[src/rtl/pic_pkg.sv]
// Shared types and constants for the interrupt acknowledge sequencer.
// Priority rank helper maps a level to its distance below the top slot.
package pic_pkg;

    localparam int IR_W  = 8;
    localparam int LVL_W = 3;

    localparam logic [LVL_W-1:0] SPURIOUS_DEF = 3'd7;

    typedef enum logic [2:0] {
        IDLE,
        WAIT1,
        ACK1,
        WAIT2,
        ACK2
    } pic_state_t;

    // 0 = highest priority, 7 = lowest, for a given lowest-priority level
    function automatic logic [LVL_W-1:0] prio_rank(
        input logic [LVL_W-1:0] lvl,
        input logic [LVL_W-1:0] low
    );
        return lvl - low - 3'd1;
    endfunction

endpackage

[src/rtl/priority_resolver.sv]
// Circular priority pick: scans from low_prio+1 (highest) round to low_prio.
// Returns the highest-priority set level and whether any bit was set.
module priority_resolver
    import pic_pkg::*;
(
    input  logic [IR_W-1:0]  vec,
    input  logic [LVL_W-1:0] low_prio,
    output logic [LVL_W-1:0] lvl,
    output logic             valid
);

    always_comb begin
        logic [LVL_W-1:0] idx;
        idx   = '0;
        lvl   = '0;
        valid = 1'b0;
        // Walk lowest to highest so the last hit is the winner
        for (int k = IR_W - 1; k >= 0; k--) begin
            idx = low_prio + LVL_W'(k) + 3'd1;
            if (vec[idx]) begin
                lvl   = idx;
                valid = 1'b1;
            end
        end
    end

endmodule

[src/rtl/int_ack_sequencer.sv]
// 8259-style INTA sequencer: priority, ISR tracking, vector output, EOI.
// Define INT_ACK_ROTATE_EN to enable rotate-on-EOI via ROT.
module int_ack_sequencer
    import pic_pkg::*;
#(
    parameter logic [LVL_W-1:0] SPURIOUS_LVL = SPURIOUS_DEF
) (
    input  logic              CLK,
    input  logic              RST,
    input  logic [IR_W-1:0]   IRR,
    input  logic [IR_W-1:0]   IMR,
    input  logic [4:0]        VEC_BASE,
    input  logic              AEOI,
    input  logic              ROT,
    input  logic              EOI_STB,
    input  logic              SEOI_STB,
    input  logic [LVL_W-1:0]  SEOI_LVL,
    input  logic              INTA_,
    output logic              INT,
    output logic [IR_W-1:0]   ISR,
    output logic [IR_W-1:0]   CLR_IRR,
    output logic [7:0]        DATA_OUT,
    output logic              DATA_OE,
    output logic [1:0]        INTA_COUNT
);

    pic_state_t       state_q, state_d;
    logic             int_q, int_d;
    logic [IR_W-1:0]  isr_q, isr_d;
    logic [IR_W-1:0]  clr_q, clr_d;
    logic [7:0]       dout_q, dout_d;
    logic             oe_q, oe_d;
    logic [1:0]       cnt_q, cnt_d;
    logic [LVL_W-1:0] low_q, low_d;
    logic             inta_q;
    logic [LVL_W-1:0] win_q, win_d;
    logic             spur_q, spur_d;

    logic [LVL_W-1:0] cand_lvl, top_lvl;
    logic             cand_vld, top_vld;
    logic             eligible, fall, rise;
    logic [IR_W-1:0]  set_mask, clr_mask;
    logic             rot_hit;
    logic [LVL_W-1:0] rot_lvl;

    priority_resolver u_req (
        .vec      (IRR & ~IMR),
        .low_prio (low_q),
        .lvl      (cand_lvl),
        .valid    (cand_vld)
    );

    priority_resolver u_isr (
        .vec      (isr_q),
        .low_prio (low_q),
        .lvl      (top_lvl),
        .valid    (top_vld)
    );

    assign eligible = cand_vld &&
        (!top_vld ||
         (prio_rank(cand_lvl, low_q) < prio_rank(top_lvl, low_q)));

    assign fall = inta_q & ~INTA_;
    assign rise = ~inta_q & INTA_;

    always_comb begin
        state_d  = state_q;
        int_d    = int_q;
        clr_d    = '0;
        dout_d   = dout_q;
        oe_d     = oe_q;
        cnt_d    = cnt_q;
        win_d    = win_q;
        spur_d   = spur_q;
        set_mask = '0;
        clr_mask = '0;
        rot_hit  = 1'b0;
        rot_lvl  = low_q;

        // Specific EOI takes precedence over a coincident non-specific one
        if (SEOI_STB) begin
            clr_mask[SEOI_LVL] = 1'b1;
            rot_hit            = 1'b1;
            rot_lvl            = SEOI_LVL;
        end else if (EOI_STB && top_vld) begin
            clr_mask[top_lvl] = 1'b1;
            rot_hit           = 1'b1;
            rot_lvl           = top_lvl;
        end

        unique case (state_q)
            IDLE: begin
                if (eligible) begin
                    int_d   = 1'b1;
                    state_d = WAIT1;
                end
            end
            WAIT1: begin
                int_d = 1'b1;
                if (fall) begin
                    int_d   = 1'b0;
                    cnt_d   = 2'd1;
                    state_d = ACK1;
                    if (eligible) begin
                        win_d              = cand_lvl;
                        spur_d             = 1'b0;
                        set_mask[cand_lvl] = 1'b1;
                        clr_d[cand_lvl]    = 1'b1;
                    end else begin
                        win_d  = SPURIOUS_LVL;
                        spur_d = 1'b1;
                    end
                end
            end
            ACK1: begin
                if (rise)
                    state_d = WAIT2;
            end
            WAIT2: begin
                if (fall) begin
                    dout_d  = {VEC_BASE, win_q};
                    oe_d    = 1'b1;
                    cnt_d   = 2'd2;
                    state_d = ACK2;
                end
            end
            ACK2: begin
                if (rise) begin
                    oe_d    = 1'b0;
                    cnt_d   = 2'd0;
                    state_d = IDLE;
                    if (AEOI && !spur_q) begin
                        clr_mask[win_q] = 1'b1;
                        rot_hit         = 1'b1;
                        rot_lvl         = win_q;
                    end
                end
            end
            default: state_d = IDLE;
        endcase

        isr_d = (isr_q & ~clr_mask) | set_mask;

`ifdef INT_ACK_ROTATE_EN
        low_d = (ROT && rot_hit) ? rot_lvl : low_q;
`else
        low_d = 3'd7;
`endif
    end

`ifndef INT_ACK_ROTATE_EN
    logic unused_rot;
    assign unused_rot = ^{ROT, rot_hit, rot_lvl};
`endif

    always_ff @(posedge CLK) begin
        if (RST) begin
            state_q <= IDLE;
            int_q   <= 1'b0;
            isr_q   <= '0;
            clr_q   <= '0;
            dout_q  <= '0;
            oe_q    <= 1'b0;
            cnt_q   <= 2'd0;
            low_q   <= 3'd7;
            inta_q  <= 1'b1;
            win_q   <= '0;
            spur_q  <= 1'b0;
        end else begin
            state_q <= state_d;
            int_q   <= int_d;
            isr_q   <= isr_d;
            clr_q   <= clr_d;
            dout_q  <= dout_d;
            oe_q    <= oe_d;
            cnt_q   <= cnt_d;
            low_q   <= low_d;
            inta_q  <= INTA_;
            win_q   <= win_d;
            spur_q  <= spur_d;
        end
    end

    assign INT        = int_q;
    assign ISR        = isr_q;
    assign CLR_IRR    = clr_q;
    assign DATA_OUT   = dout_q;
    assign DATA_OE    = oe_q;
    assign INTA_COUNT = cnt_q;

endmodule

[config.mk]
export PLATFORM = sky130hd
export DESIGN_NAME = int_ack_sequencer
export DESIGN_NICKNAME = d
export VERILOG_FILES = /design/src/rtl/pic_pkg.sv /design/src/rtl/priority_resolver.sv /design/src/rtl/int_ack_sequencer.sv
export SDC_FILE = /design/constraint.sdc
export NUM_CORES = 1
export LEC_CHECK = 0
export ABC_AREA = 1
export CORE_ASPECT_RATIO = 0.8
export CORE_UTILIZATION = 40
export DETAILED_ROUTE_END_ITERATION = 7
export GPL_TIMING_DRIVEN = 0
export HOLD_SLACK_MARGIN = 0.12
export PLACE_DENSITY_LB_ADDON = 0.15
export REMOVE_ABC_BUFFERS = 1
export SETUP_SLACK_MARGIN = 0.5
export SKIP_LAST_GASP = 1
export SLEW_MARGIN = 20
export SYNTH_ARGS = -nofsm -noshare
export SYNTH_HDL_FRONTEND = slang
export SYNTH_HIERARCHICAL = 1
export SYNTH_SLANG_ARGS = --single-unit
[constraint.sdc]
create_clock -name CLK -period 3.12 [get_ports CLK]
set_input_delay 0.78 -clock CLK [delete_from_list [all_inputs] [get_ports CLK]]
set_output_delay 0.78 -clock CLK [all_outputs]
set_load 0.05 [all_outputs]
# Word level (Yosys, flattened, before mapping)
# Index checks and enable logic that the tools add are counted.
# word_totals
register_bits	36
input_bits	31
out_inout_bits	28
wordCells	128
# op_classes
addsub	4
n_lt_le_gt_ge	9
eq_ne	9
mux	66
n_bitwise	10
reduce_logical	20
# ops
op	count
$mux W3	22
$mux W8	8
$mux W1	25
$and A8 B8 Y8	2
$lt A3 B4 Y1 const B	4
$not A8 Y8	2
$or A8 B8 Y8	2
$pmux W3 S5	1
$demux W1 S3	4
$ge A3 B1 Y1 const B	4
$ne A2 B2 Y1 const B	5
$logic_and A1 B1 Y1	7
$eq A3 B2 Y1 const B	2
$mux W2	3
$pmux W2 S3	1
$reduce_and A2 Y1	3
$sub A3 B1 Y3 const B	2
$sub A3 B3 Y3 const B	2
$reduce_and A5 Y1	1
$pmux W1 S2	2
$reduce_and A4 Y1	1
$reduce_bool A2 Y1	2
$eq A3 B1 Y1 const B	1
$eq A3 B3 Y1 const B	1
other kinds (8)	11

# Logic depth before layout (Yosys ltp)
# depth
ltp_word	21
mapped_depth	30
mapped_depth_nobuf	29

# Modules after synthesis
# The synthesis kept the hierarchy.
# by_module_without_submodules
mod	instances	cells_per_inst	area_each_um2	seq_area_each_um2
int_ack_sequencer	1	248	1666.6	720.7
priority_resolver	2	147	678.2	0.0

# Worst setup path after synthesis
# No wires, ideal clock.
# synth_path
path_type	input-to-reg
from	in IRR[6]
to	reg win_q[0]
setup_ns	0.115
arrival_time_ns	2.808
required_ns	3.005
setup_slack_ns	0.197
cell_stages	26
path_buffers	0
cell_sequence	inv_1 > nor2_1 > nand2_1 > nand3_1 > nand3_1 > nand2_1 > nor2_1 > nand2_1 > nand3_1 > nand2_1 > nand2_1 > nand2_1 > nand2_1 > nand2_1 > nand2_1 > ha_1 > nand2_1 > inv_1 > nand2_1 > nand2_1 > nand2_1 > nand2_1 > inv_1 > nand2_1 > o21ai_0 > inv_1
# synth_via
elab_chain_len	14
word_cells_on_any_way	21
classes_between	add/sub: 2; order compare: 1; mux: 15; bitwise: 1; reduce/logical: 2
# synth_rtl
item	line_no	source
start: declaration	int_ack_sequencer.sv:10	input logic [IR_W-1:0] IRR,
$and A8 B8 Y8	int_ack_sequencer.sv:47	.vec (IRR & ~IMR),
$mux W3 (7 in a row)	priority_resolver.sv:20	if (vec[idx]) begin
named net cand_lvl[1]	int_ack_sequencer.sv:39	logic [LVL_W-1:0] cand_lvl, top_lvl;
$sub A3 B3 Y3	pic_pkg.sv:23	return lvl - low - 3'd1;
$sub A3 B1 Y3	pic_pkg.sv:23	
$lt A3 B3 Y1	int_ack_sequencer.sv:62	(prio_rank(cand_lvl, low_q) < prio_rank(top_lvl, low_q)));
$logic_or A1 B1 Y1	int_ack_sequencer.sv:61	(!top_vld ||
$logic_and A1 B1 Y1	int_ack_sequencer.sv:60	assign eligible = cand_vld &&
$mux W3	int_ack_sequencer.sv:105	if (eligible) begin
end signal: assignment	int_ack_sequencer.sv:180	win_q <= win_d;
end: declaration	int_ack_sequencer.sv:36	logic [LVL_W-1:0] win_q, win_d;
# The timed path passes the listed nets, and every way through them passes these cells.
# A chain may end at the register's enable or synchronous reset.

# Worst setup path after layout
# layout_path
from	in IMR[4]
to	reg win_q[0]
# layout_via
elab_chain_len	13
word_cells_on_any_way	18
classes_between	add/sub: 2; order compare: 1; mux: 11; bitwise: 2; reduce/logical: 2
# layout_rtl
item	line_no	source
start: declaration	int_ack_sequencer.sv:11	input logic [IR_W-1:0] IMR,
$not A8 Y8	int_ack_sequencer.sv:47	
$and A8 B8 Y8	int_ack_sequencer.sv:47	
$mux W3 (5 in a row)	priority_resolver.sv:20	
named net cand_lvl[2]	int_ack_sequencer.sv:39	
$sub A3 B3 Y3	pic_pkg.sv:23	
$sub A3 B1 Y3	pic_pkg.sv:23	
$lt A3 B3 Y1	int_ack_sequencer.sv:62	
$logic_or A1 B1 Y1	int_ack_sequencer.sv:61	
$logic_and A1 B1 Y1	int_ack_sequencer.sv:60	
$mux W3	int_ack_sequencer.sv:105	
# The timed path passes the listed nets, and every way through them passes these cells.

==> impl_results.html <==
<table>
<tr><th>Metric</th><th>Value</th></tr>
<tr><th colspan="2">Clocking</th></tr>
<tr><td>Skew-Pair Late Insertion Delay</td><td>0.29 ns</td></tr>
<tr><td>Clock Tree Root</td><td>clkbuf_8</td></tr>
<tr><td>CTS tree</td><td>built</td></tr>
<tr><td>Number of buffers created by CTS</td><td>5</td></tr>
<tr><td>Level count of the clock H-tree</td><td>2</td></tr>
<tr><td>Register clock-pin slew on the reported worst setup and hold paths</td><td>0.07 ns</td></tr>
<tr><td>Clock Path Buffers</td><td>2</td></tr>
<tr><td>Clock Sink Count</td><td>36</td></tr>
<tr><th colspan="2">Power and ir drop</th></tr>
<tr><td>Fraction of power consumed by combinational cells</td><td>55.9%</td></tr>
<tr><td>Switching power</td><td>0.9628 mW</td></tr>
<tr><td>Sequential power share</td><td>25.1%</td></tr>
<tr><td>Clock power frac</td><td>19.0%</td></tr>
<tr><td>Cell-internal power</td><td>1.182 mW</td></tr>
<tr><td>Pwr/cell area</td><td>474.0 mW/mm^2</td></tr>
<tr><td>Worst ir drop on vdd</td><td>0.3574 mV</td></tr>
<tr><td>Static leakage</td><td>2.275 nW</td></tr>
<tr><td>Share of total power consumed by net switching</td><td>44.89%</td></tr>
<tr><th colspan="2">STA</th></tr>
<tr><td>Achievable Freq</td><td>363.7 MHz</td></tr>
<tr><td>Post-route worst hold slack</td><td>0.4614 ns</td></tr>
<tr><td>Unrepaired setup endpoints after global routing</td><td>true</td></tr>
<tr><td>Final setup violation count</td><td>0</td></tr>
<tr><td>Clock skew</td><td>0.01104 ns</td></tr>
<tr><td>Shortest clock period the worst path allows after layout</td><td>2.749 ns</td></tr>
<tr><td>Period utilization</td><td>88.12%</td></tr>
<tr><td>Count of endpoints failing hold in the final timing report</td><td>0</td></tr>
<tr><td>Total count of max-transition violations in the final report</td><td>0</td></tr>
<tr><td>Normalized max-slew margin</td><td>51.45%</td></tr>
<tr><td>Transition time at the pin with the least slew margin</td><td>0.7259 ns</td></tr>
<tr><th colspan="2">Drt</th></tr>
<tr><td>DR iter-0 viols</td><td>185</td></tr>
<tr><td>Antenna-violating nets left</td><td>0</td></tr>
<tr><td>Total wire length</td><td>9.350 mm</td></tr>
<tr><td>Post-DR vias/cell</td><td>5.023</td></tr>
<tr><td># DRC</td><td>0</td></tr>
<tr><td>WL/cell</td><td>12.57 um</td></tr>
<tr><td>DR pass1 iterations</td><td>5</td></tr>
<tr><td>Total via count in the routed design</td><td>3,737</td></tr>
<tr><th colspan="2">Finish</th></tr>
<tr><td>Most common cell after layout, fill and taps aside</td><td>nand2_1</td></tr>
<tr><td>Total of fill cells in the finished design</td><td>635</td></tr>
<tr><td>Number of antenna repair diodes</td><td>0</td></tr>
<tr><td>Fraction of final layout cells sized beyond drive strength 1</td><td>24.05%</td></tr>
<tr><td>Area added between synthesis and finish</td><td>49.71%</td></tr>
<tr><td>Post-route standard cell area excluding fillers</td><td>0.004526 sq mm</td></tr>
<tr><td>Number of nets at the end of the flow</td><td>695</td></tr>
<tr><td>Number of non-filler instances in the completed layout</td><td>744</td></tr>
<tr><td>Most frequent cells in the layout</td><td>149 x nand2_1, 69 x inv_1, 62 x nand3_1, 43 x clkdlybuf4s50_1, 38 x nor2_1</td></tr>
<tr><td>Area occupied by multi-input gates</td><td>0.002426 sq mm</td></tr>
<tr><td>Register cell area after layout</td><td>724.4 sq um</td></tr>
<tr><th colspan="2">Global route</th></tr>
<tr><td>Number of antenna violations at the first check in global routing</td><td>0</td></tr>
<tr><td>Global-route wire length before repair</td><td>14.54 mm</td></tr>
<tr><td>Pin count of the biggest net entering global routing</td><td>19</td></tr>
<tr><td>Via count of the first global-routing pass</td><td>3,277</td></tr>
<tr><td>Global route total overflow</td><td>0</td></tr>
<tr><td>Overall Global Routing Usage</td><td>22.79%</td></tr>
<tr><th colspan="2">Logic synthesis</th></tr>
<tr><td>Mux contribution to synthesized area</td><td>0%</td></tr>
<tr><td>Area fraction in compound gates after synthesis</td><td>9.603%</td></tr>
<tr><td>Dominant combinational cell family by area after synthesis</td><td>simple AND/OR/NAND/NOR gates</td></tr>
<tr><td>YS warnings</td><td>6</td></tr>
<tr><td>Top cell type by total area after synthesis</td><td>dfxtp_1</td></tr>
<tr><td>Flip-flop and latch count after synthesis</td><td>36</td></tr>
<tr><td>Average size of a mapped cell</td><td>5.577 sq um</td></tr>
<tr><td>Netlist area before placement</td><td>0.003023 sq mm</td></tr>
<tr><td>Synthesized-area fraction occupied by adder cells</td><td>3.311%</td></tr>
<tr><td>Area fraction in and, or, nand and nor cells after synthesis</td><td>47.31%</td></tr>
<tr><td>Unique cell type count in the Yosys netlist</td><td>29</td></tr>
<tr><td>Leading cell types by total area after synthesis</td><td>dfxtp_1 24%, nand2_1 22%, nand3_1 13%, inv_1 10%, nor2_1 6.5%</td></tr>
<tr><td>Sequential element share of the synthesized area</td><td>23.84%</td></tr>
<tr><td>Share of the synthesized area in the top cell type</td><td>23.84%</td></tr>
<tr><td>Xor-xnor portion of the synthesized cell area</td><td>2.815%</td></tr>
<tr><td>Synth Instances</td><td>542</td></tr>
<tr><th colspan="2">Worst setup path</th></tr>
<tr><td>Delay of the slowest critical-path stage</td><td>0.24 ns</td></tr>
<tr><td>Category of the critical setup timing path</td><td>input pin to register</td></tr>
<tr><td>Data arrival, critical path</td><td>2.94 ns</td></tr>
<tr><td>Worst reg2reg endpoint</td><td>win_q[0]$_SDFFE_PP0P_</td></tr>
<tr><td>Worst path slowest cell</td><td>ha_4</td></tr>
<tr><td>Reg2reg start</td><td>ISR[5]$_SDFF_PP0_</td></tr>
<tr><td>Crit path top cell by count</td><td>nand2_1</td></tr>
<tr><td>Crit end category</td><td>register</td></tr>
<tr><td>Reg2reg setup slack</td><td>0.54 ns</td></tr>
<tr><td>CP Cell Sequence</td><td>dlymetal6s2s_1 &gt; nor2_2 &gt; nand2_2 &gt; nand3_4 &gt; nand3_4 &gt; nand2_4 &gt; inv_2 &gt; nand3_2 &gt; nand2_1 &gt; nand2_1 &gt; nand2_1 &gt; nand2_1 &gt; nand2_1 &gt; nand2_2 &gt; nand2_4 &gt; ha_4 &gt; a21oi_2 &gt; nand2_1 &gt; nand2_2 &gt; nand2_4 &gt; inv_8 &gt; nand2_8 &gt; o21ai_2 &gt; inv_1</td></tr>
<tr><td>Max Fanout on Critical Path</td><td>7</td></tr>
<tr><td>Depth of the most critical reg-to-reg path</td><td>24</td></tr>
<tr><td>Critical path data required time</td><td>3.31 ns</td></tr>
<tr><td>Startpoint of the worst setup timing path</td><td>IMR[4]</td></tr>
<tr><td>Worst setup endpoint</td><td>win_q[0]$_SDFFE_PP0P_</td></tr>
<tr><td>Element type at the critical path start</td><td>input pin</td></tr>
<tr><th colspan="2">Placed design</th></tr>
<tr><td>Final weighted congestion in routability-driven placement</td><td>0.9287</td></tr>
<tr><td>Port Buffer Count</td><td>57</td></tr>
<tr><td>Placement-stage cell area</td><td>0.003737 sq mm</td></tr>
<tr><td>Dpl cells</td><td>703</td></tr>
<tr><td>Post-detailed-placement half-perimeter wirelength</td><td>6.414 mm</td></tr>
<tr><th colspan="2">Floorplanning</th></tr>
<tr><td>X dimension of the die</td><td>99.20 um</td></tr>
<tr><td>Area inside the core boundary</td><td>0.007094 sq mm</td></tr>
<tr><td>FP Rows</td><td>27</td></tr>
<tr><td>Starting density of the core</td><td>42.61%</td></tr>
<tr><td>Die height</td><td>79.76 um</td></tr>
<tr><td>Full die area</td><td>0.007911 sq mm</td></tr>
<tr><td>Top-Level Pins</td><td>59</td></tr>
<tr><th colspan="2">Min path</th></tr>
<tr><td>Hold/Removal Path Class</td><td>register to register</td></tr>
<tr><td>Start point of the worst min-delay path</td><td>DATA_OE$_SDFFE_PP0P_</td></tr>
<tr><th colspan="2">Run</th></tr>
<tr><td>Count of maximum capacitance violations</td><td>0</td></tr>
<tr><th colspan="2">Status</th></tr>
<tr><td>Outcome</td><td>finished, final reports clean</td></tr>
</table>
-- flip-flops by register name (all words and copies together) (netlist names) --
name        flops
CLR_IRR         8
DATA_OE         1
DATA_OUT        8
INT             1
INTA_COUNT      2
ISR             8
inta_q          1
spur_q          1
state_q         3
win_q           3
-- power groups by stage --
| stage | Clock, mW | Combinational (mW) | Sequential, mW |
|---|---|---|---|
| after floorplan | 0 | 0.534 | 0.612 |
| after global placement | 0 | 0.782 | 0.546 |
| after detailed placement | 0 | 0.793 | 0.546 |
| after CTS | 0.410 | 0.932 | 0.537 |
| after global routing | 0.438 | 1.31 | 0.542 |
| final | 0.407 | 1.20 | 0.539 |
-- worst min-delay path by stage --
stage,to,slack (ns),cells after the start
floorplan,DATA_OUT[0]$_SDFFE_PP0P_,0.47,2
finish,DATA_OE$_SDFFE_PP0P_,0.46,2
detailed placement,DATA_OE$_SDFFE_PP0P_,0.46,2
global placement,DATA_OE$_SDFFE_PP0P_,0.45,2
global route,INTA_COUNT[0]$_SDFFE_PP0P_,0.49,2
CTS,DATA_OE$_SDFFE_PP0P_,0.47,2
-- cell families (layout without fill, tap and decap cells) --
family | Yosys count | after routing
flip-flops | 36 | 36
buffers and inverters | 97 | 183
other | 1 | 30
AO/OA/AOI/OAI | 55 | 55
XOR/XNOR | 8 | 8
AND/OR/NAND/NOR | 337 | 337
adder cells (fa/ha/maj) | 8 | 8
-- final cells by class --
class                      instances  share of cell area (%)
clock buffer                       6                   1.604
clock inverter                     2                  0.7741
inverter                          85                   7.354
multi-input combinational        438                   53.61
sequential                        36                   16.01
tap                               87                   2.405
timing repair buffer              90                   18.25
-- synthesized netlist by cell type (all sizes together) --
cell      n
clkbuf    2
nor4      2
conb      1
nor3      9
nand2   184
nand4     5
dfxtp    36
xor2      6
xnor2     2
o21ai    23
o211ai    1
a21oi    28
inv      84
a31oi     2
o31ai     1
ha        8
nand3    80
nor3b     1
nor2     56
clkinv    1
buf      10
-- metal layers --
metal / wire [um] / global-route usage [%]
met1: 4418 / 30.91
met5: 0 / 0
met4: 65 / 5.000
met2: 4232 / 37.48
met3: 634 / 4.553
-- worst max-delay path, delay by kind of cell --
family	cells	cell delay (ns)
fa+ha+maj	1	0.24
compound gates	2	0.24
buf+inv	4	0.33
simple gates	17	1.33
-- timing repair --
item | in CTS | in global routing
cloned | 0 | 0
endpoints found under the setup margin | 23 | 23
hold buffers | 0 | 0
pin swaps | 31 | 67
resized for setup | 47 | 111
buffers inserted | 11 | 22
-- through the flow --
| step | power, mW | setup slack [ns] | TNS [ns] | utilization, % |
|---|---|---|---|---|
| after floorplan | 1.146 | 0.1969 | 0 | - |
| after global placement | 1.328 | -0.6860 | -11.87 | 52.68 |
| after detailed placement | 1.339 | -0.6946 | -12.22 | 52.68 |
| after CTS | 1.879 | 0.1220 | 0 | 57.34 |
| after global routing | 2.290 | 0.1874 | 0 | 63.79 |
| final | 2.145 | 0.3707 | 0 | 63.79 |
Power figures use the tool's default switching activity.
